===== config.mk =====
export PLATFORM = sky130hd
export DESIGN_NAME = wm_plant_responder
export DESIGN_NICKNAME = d
export VERILOG_FILES = /design/src/rtl/wm_pkg.sv /design/src/rtl/wm_down_counter.sv /design/src/rtl/wm_plant_responder.sv
export SDC_FILE = /design/constraint.sdc
export NUM_CORES = 1
export LEC_CHECK = 0
export ABC_AREA = 1
export BUFFER_PORTS_ARGS = -buffer_cell sky130_fd_sc_hd__buf_2
export CORE_ASPECT_RATIO = 0.7
export CORE_UTILIZATION = 30
export DETAILED_ROUTE_END_ITERATION = 10
export PLACE_DENSITY = 0.48
export SLEW_MARGIN = 20
export SYNTH_ARGS = -nofsm -noshare
export SYNTH_HDL_FRONTEND = slang
export SYNTH_SLANG_ARGS = --single-unit
export TNS_END_PERCENT = 5

===== constraint.sdc =====
create_clock -name clock -period 1.85 [get_ports clock]
set_input_delay 0.37 -clock clock [delete_from_list [all_inputs] [get_ports clock]]
set_output_delay 0.37 -clock clock [all_outputs]
set_load 0.005 [all_outputs]

===== src/rtl/wm_pkg.sv =====
// rtl/wm_pkg.sv - shared encodings for the washing-machine plant responder
package wm_pkg;

  localparam int CNT_W = 16;

  typedef logic [CNT_W-1:0] cnt_t;

  typedef enum logic [2:0] {
    ST_IDLE  = 3'd0,
    ST_FILL  = 3'd1,
    ST_HEAT  = 3'd2,
    ST_ARMED = 3'd3,
    ST_RUN   = 3'd4,
    ST_DONE  = 3'd5,
    ST_HALT  = 3'd6
  } state_t;

  typedef enum logic [2:0] {
    PH_NONE  = 3'd0,
    PH_SOAK  = 3'd1,
    PH_WASH  = 3'd2,
    PH_RINSE = 3'd3,
    PH_SPIN  = 3'd4
  } phase_t;

  // Command vector bit order: {spin, rinse, wash, soak}.
  function automatic logic [2:0] cmd_count(input logic [3:0] cmds);
    return 3'(cmds[0]) + 3'(cmds[1]) + 3'(cmds[2]) + 3'(cmds[3]);
  endfunction

  function automatic phase_t phase_of(input logic [3:0] cmds);
    case (cmds)
      4'b0001: return PH_SOAK;
      4'b0010: return PH_WASH;
      4'b0100: return PH_RINSE;
      4'b1000: return PH_SPIN;
      default: return PH_NONE;
    endcase
  endfunction

  function automatic logic cmd_of(input phase_t p, input logic [3:0] cmds);
    case (p)
      PH_SOAK:  return cmds[0];
      PH_WASH:  return cmds[1];
      PH_RINSE: return cmds[2];
      PH_SPIN:  return cmds[3];
      default:  return 1'b0;
    endcase
  endfunction

endpackage


===== src/rtl/wm_down_counter.sv =====
// rtl/wm_down_counter.sv - loadable down counter that saturates at zero
module wm_down_counter
  import wm_pkg::*;
(
  input  logic i_clk,
  input  logic i_rst,
  input  logic i_load,
  input  cnt_t i_load_val,
  input  logic i_en,
  output logic o_zero
);

  cnt_t r_count;

  always_ff @(posedge i_clk or posedge i_rst) begin
    if (i_rst) begin
      r_count <= '0;
    end else if (i_load) begin
      r_count <= i_load_val;
    end else if (i_en && (r_count != '0)) begin
      r_count <= r_count - CNT_W'(1);
    end
  end

  assign o_zero = (r_count == '0);

endmodule


===== src/rtl/wm_plant_responder.sv =====
// rtl/wm_plant_responder.sv - plant-side responder sequencing fill, heat and timed phases
module wm_plant_responder
  import wm_pkg::*;
#(
  parameter int unsigned FILL_CYCLES  = 8,
  parameter int unsigned HEAT_CYCLES  = 6,
  parameter int unsigned SOAK_CYCLES  = 10,
  parameter int unsigned WASH_CYCLES  = 12,
  parameter int unsigned RINSE_CYCLES = 8,
  parameter int unsigned SPIN_CYCLES  = 5
) (
  input  logic       clock,
  input  logic       reset,
  input  logic       water_Intake,
  input  logic       soak_Operation,
  input  logic       wash_Operation,
  input  logic       rinse_Operation,
  input  logic       spin_Operation,
  input  logic       lid,
  input  logic       cancel,
  output logic       fill_Water,
  output logic       heat_Water,
  output logic       wash,
  output logic       plant_Error,
  output logic       busy,
  output logic [2:0] phase
);

  localparam cnt_t FILL_LD  = cnt_t'(FILL_CYCLES - 1);
  localparam cnt_t HEAT_LD  = cnt_t'(HEAT_CYCLES - 1);
  localparam cnt_t SOAK_LD  = cnt_t'(SOAK_CYCLES - 1);
  localparam cnt_t WASH_LD  = cnt_t'(WASH_CYCLES - 1);
  localparam cnt_t RINSE_LD = cnt_t'(RINSE_CYCLES - 1);
  localparam cnt_t SPIN_LD  = cnt_t'(SPIN_CYCLES - 1);

  state_t r_state, w_state_n;
  phase_t r_phase, w_phase_n;
  logic   r_fill, r_heat, r_wash, r_err, r_busy;
  logic   w_fill_n, w_heat_n, w_wash_n, w_err_n, w_busy_n;
  logic   w_load, w_en, w_zero;
  cnt_t   w_load_val;
  logic [3:0] w_cmds;
  logic [2:0] w_ncmd;

  assign w_cmds = {spin_Operation, rinse_Operation, wash_Operation, soak_Operation};
  assign w_ncmd = cmd_count(w_cmds);

  wm_down_counter u_cnt (
    .i_clk      (clock),
    .i_rst      (reset),
    .i_load     (w_load),
    .i_load_val (w_load_val),
    .i_en       (w_en),
    .o_zero     (w_zero)
  );

  always_comb begin
    w_state_n  = r_state;
    w_phase_n  = r_phase;
    w_fill_n   = r_fill;
    w_heat_n   = r_heat;
    w_wash_n   = 1'b0;
    w_err_n    = r_err;
    w_load     = 1'b0;
    w_load_val = '0;
    w_en       = 1'b0;

    if (cancel) begin
      w_state_n = ST_IDLE;
      w_phase_n = PH_NONE;
      w_fill_n  = 1'b0;
      w_heat_n  = 1'b0;
      w_err_n   = 1'b0;
      w_load    = 1'b1;
    end else begin
      case (r_state)
        ST_IDLE: if (water_Intake) begin
          w_state_n  = ST_FILL;
          w_load     = 1'b1;
          w_load_val = FILL_LD;
        end
        ST_FILL: if (!lid) begin
          if (!water_Intake) begin
            w_state_n = ST_IDLE;
            w_load    = 1'b1;
          end else if (w_zero) begin
            w_state_n  = ST_HEAT;
            w_fill_n   = 1'b1;
            w_load     = 1'b1;
            w_load_val = HEAT_LD;
          end else begin
            w_en = 1'b1;
          end
        end
        ST_HEAT: if (!lid) begin
          if (w_zero) begin
            w_state_n = ST_ARMED;
            w_heat_n  = 1'b1;
          end else begin
            w_en = 1'b1;
          end
        end
        ST_ARMED: if (w_ncmd == 3'd1) begin
          w_state_n = ST_RUN;
          w_phase_n = phase_of(w_cmds);
          w_load    = 1'b1;
          case (phase_of(w_cmds))
            PH_SOAK:  w_load_val = SOAK_LD;
            PH_WASH:  w_load_val = WASH_LD;
            PH_RINSE: w_load_val = RINSE_LD;
            default:  w_load_val = SPIN_LD;
          endcase
        end else if (w_ncmd > 3'd1) begin
          w_state_n = ST_HALT;
        end
        // A frozen lid holds the run exactly, including command checks.
        ST_RUN: if (!lid) begin
          if (!cmd_of(r_phase, w_cmds)) begin
            w_state_n = ST_ARMED;
            w_phase_n = PH_NONE;
          end else if (w_ncmd > 3'd1) begin
            w_state_n = ST_HALT;
          end else if (w_zero) begin
            w_state_n = ST_DONE;
            w_wash_n  = 1'b1;
          end else begin
            w_en = 1'b1;
          end
        end
        ST_DONE: if (w_ncmd == 3'd0) begin
          w_phase_n = PH_NONE;
          if (r_phase == PH_SPIN) begin
            w_state_n = ST_IDLE;
            w_fill_n  = 1'b0;
            w_heat_n  = 1'b0;
          end else begin
            w_state_n = ST_ARMED;
          end
        end
        ST_HALT: ;
        default: w_state_n = ST_IDLE;
      endcase

      if (w_state_n == ST_HALT) begin
        w_phase_n = PH_NONE;
        w_fill_n  = 1'b0;
        w_heat_n  = 1'b0;
        w_err_n   = 1'b1;
      end
    end

    w_busy_n = (w_state_n == ST_FILL) || (w_state_n == ST_HEAT) || (w_state_n == ST_RUN);
  end

  always_ff @(posedge clock or posedge reset) begin
    if (reset) begin
      r_state <= ST_IDLE;
      r_phase <= PH_NONE;
      r_fill  <= 1'b0;
      r_heat  <= 1'b0;
      r_wash  <= 1'b0;
      r_err   <= 1'b0;
      r_busy  <= 1'b0;
    end else begin
      r_state <= w_state_n;
      r_phase <= w_phase_n;
      r_fill  <= w_fill_n;
      r_heat  <= w_heat_n;
      r_wash  <= w_wash_n;
      r_err   <= w_err_n;
      r_busy  <= w_busy_n;
    end
  end

  assign fill_Water  = r_fill;
  assign heat_Water  = r_heat;
  assign wash        = r_wash;
  assign plant_Error = r_err;
  assign busy        = r_busy;
  assign phase       = r_phase;

endmodule


==> impl_metrics.tcl <==
set metrics [dict create \
    rr_endpoint "heat_Water$_DFFE_PP0P_" \
    final_nets 419 \
    synth_seq_cells 27 \
    worstPathCellList "buf_8 > inv_4 > fa_1 > inv_1 > ha_2 > inv_2 > ha_4 > inv_1 > nand3_4 > nand3_1 > nand3_1 > nor2_1 > nand2_1 > nor2_4 > nand3_4 > nand4_4 > nand2_4 > nand2_2 > nand2_1" \
    finalCoreUtilization_pct 45.1 \
    die_area_sq_um 7430 \
    hold_class "in -> async" \
    timing.rr.start "u_cnt.r_count[0]$_DFFE_PP0P_" \
    skew_ps 6.93 \
    synth_top_area_share_pct 31.8 \
    finalWorstSetupSlack_ps -719 \
    setup_viol 26 \
    final-max-slew-violation-count 0 \
    cts_buffer_depth 2 \
    syn_inst 307 \
    overflow 0 \
    io_buffers 16 \
    antenna_left 0 \
    cp.arrival_ps 2750 \
    synth_compound_gate_area_share_pct 9.89 \
    async_flop_share_pct 100 \
    routed-via-count 2238 \
    grt_max_degree 28 \
    finalCriticalPeriod_ps 2570 \
    crit_start "spin_Operation" \
    ctsHoldBuffers 0 \
    worstSetupPathType "in -> reg" \
    wl_met1_um 3530 \
    htree_levels 1 \
    synth-xor-area-share_pct 2.89 \
    die_x_um 103 \
    violations "setup timing" \
    worst_setup_path_start_kind "input pin" \
    dr.pass1.iters 4 \
    worst-r2r-setup-slack_ps -120 \
    path_delay_family "simple AND/OR/NAND/NOR gates" \
    gp_congestion 0.804 \
    drtIter0Drc 153 \
    synth_simple_gate_area_share_pct 40.2 \
    crit_fanout 5 \
    synth_most_common_cell "nand2_1" \
    num_antenna_cells 0 \
    seq_area_sq_um 676 \
    slowest_delay_ps 530 \
    track_usage_pct 17.7 \
    ir_drop_mv 0.380 \
    design_area_sq_um 3060 \
    synth_nets 325 \
    dp.cells 472 \
    slowest_stage "fa_1" \
    hold_viol 0 \
    cp.depth 19 \
    met2_length_um 2340 \
    synth-seq-area-share_pct 31.8 \
    die_h_um 72.4 \
    rsz0062_at_grt "yes" \
    wirelength_um 6130 \
    highest_layer "met4" \
    whs_ps 140 \
    status "finished with violations" \
    slew_headroom_pct 74.8 \
    wl_met3_um 238 \
    synth.distinct_cells 33 \
    routed_via_density 4.53 \
    synth_area_sq_um 2120 \
    grt_pass1_vias 2022 \
    required_ps 2030 \
    yosysTopAreaCell "dfrtp_1" \
    max_freq_ghz 0.389 \
    numCtsBuffers 3 \
    cts-root-buf "clkbuf_8" \
    ys_top_cells_by_area "dfrtp_1 (32%), nand2_1 (10%), nand3_1 (9.0%), inv_1 (7.1%), nor2_1 (6.4%)" \
    post-place-ws_ps -1100 \
    grt_pass1_wl_um 9960 \
    drc 0 \
    core_sq_um 6790 \
    p_per_area_nw_per_um2 696 \
    ys_warn_count 0 \
    finalSetupTns_ps -14150 \
    fillers 688 \
    max-cap-violations 0 \
    post_drt_wl_per_cell_um 12.4 \
    io_pins 17 \
    avgSynthCellArea_sq_um 6.92 \
    synth_edf_count 0 \
    placed_area_sq_um 2740 \
    power.leakage_nw 1.56 \
    fin_crit_sh_pct 139 \
    endpoint_kind "flop" \
    synth_top_family_by_area "simple AND/OR/NAND/NOR gates" \
    multi_input_area_sq_um 1350 \
    start_util_pct 31.3 \
    cts_tree "built" \
    hpwl_um 4640 \
    clk_pin_slew_ps 100 \
    placementRows 25 \
    synthMuxAreaShare_pct 0 \
    synthAdderAreaFrac_pct 5.65 \
    synthFlopType "dfrtp_1" \
    r2r.worst_path.cells 11 \
    worst_pin_slew_ps 377 \
    antenna_found_initial 0 \
    p_total_mw 2.13 \
    crit_buf_inv 5 \
    area_growth_pct 44.2 \
    final_layout_size_suffix_gt1_share_pct 38.3 \
    synthTopCellsByCount "nand2_1 (58), inv_1 (40), nand3_1 (38)" \
    insertion_delay_ps 280 \
    stdcell_count 494 \
    numClockSinks 27 \
]
placed cells by master (no fill, tap or decap), types with 3 or more instances in the layout:
master     n
buf_4     69
xor2_1     5
inv_1     33
nand3_2    6
buf_6      7
a21oi_1   11
nand2_2   11
nor2_4     5
nor3_1     7
nand3_1   33
nand4_1    8
inv_2     13
dfrtp_1   27
buf_2     14
nand2_1   51
o21ai_0    4
clkbuf_8   3
ha_1       6
o21ai_1   17
nand3_4    3
nor2_2     9
nor2_1    33
cell families after synthesis:
family          Yosys count
compound gates           39
xor+xnor                  7
fa+ha+maj                 9
buf+inv                  52
flops                    27
simple gates            173
flip-flops by register name (all words and copies together), names as in the netlist:
name and cells:
phase 3, wash 1, busy 1, plant_Error 1, fill_Water 1, u_cnt.r_count 16, r_state 3, heat_Water 1
routing by layer:
layer	GRT usage, %	vias to the layer above
li1	-	1192
met1	29.5	1003
met2	23.7	41
met3	3.08	2
met4	1.43	0
met5	0	-
layout make-up:
class | instances | area share, %
timing repair buffer | 91 | 22.3
tap | 94 | 3.84
inverter | 49 | 6.17
sequential | 27 | 22.1
clock buffer | 3 | 1.35
multi-input combinational | 229 | 44.2
clock inverter | 1 | 0.163
worst min-delay path: stages:
cell and delay, ps:
buf_2 90, inv_1 40, buf_4 330
power by group:
part / total [mW] / switching (mW) / internal (mW)
Clock: 0.344 / 0.193 / 0.151
Combinational: 1.09 / 0.594 / 0.493
Sequential: 0.699 / 0.0479 / 0.651
Total: 2.13 / 0.835 / 1.30
worst max-delay path by stage:
stage / end / slack, ps
after floorplan: phase[1]$_DFFE_PP0P_ / -720
after global placement: phase[2]$_DFFE_PP0P_ / -1070
after detailed placement: phase[1]$_DFFE_PP0P_ / -1100
after CTS: phase[1]$_DFFE_PP0P_ / -720
after global routing: phase[1]$_DFFE_PP0P_ / -830
final: phase[1]$_DFFE_PP0P_ / -720
timing repair:
| item | 4_1_cts | 5_1_grt |
|---|---|---|
| setup buffers | 16 | 1 |
| resized for setup | 28 | 13 |
| endpoints found under the setup margin | 27 | 26 |
| gates cloned | 1 | 0 |
| pin swaps | 19 | 9 |
No activity file was read; power rests on OpenSTA's default activity.
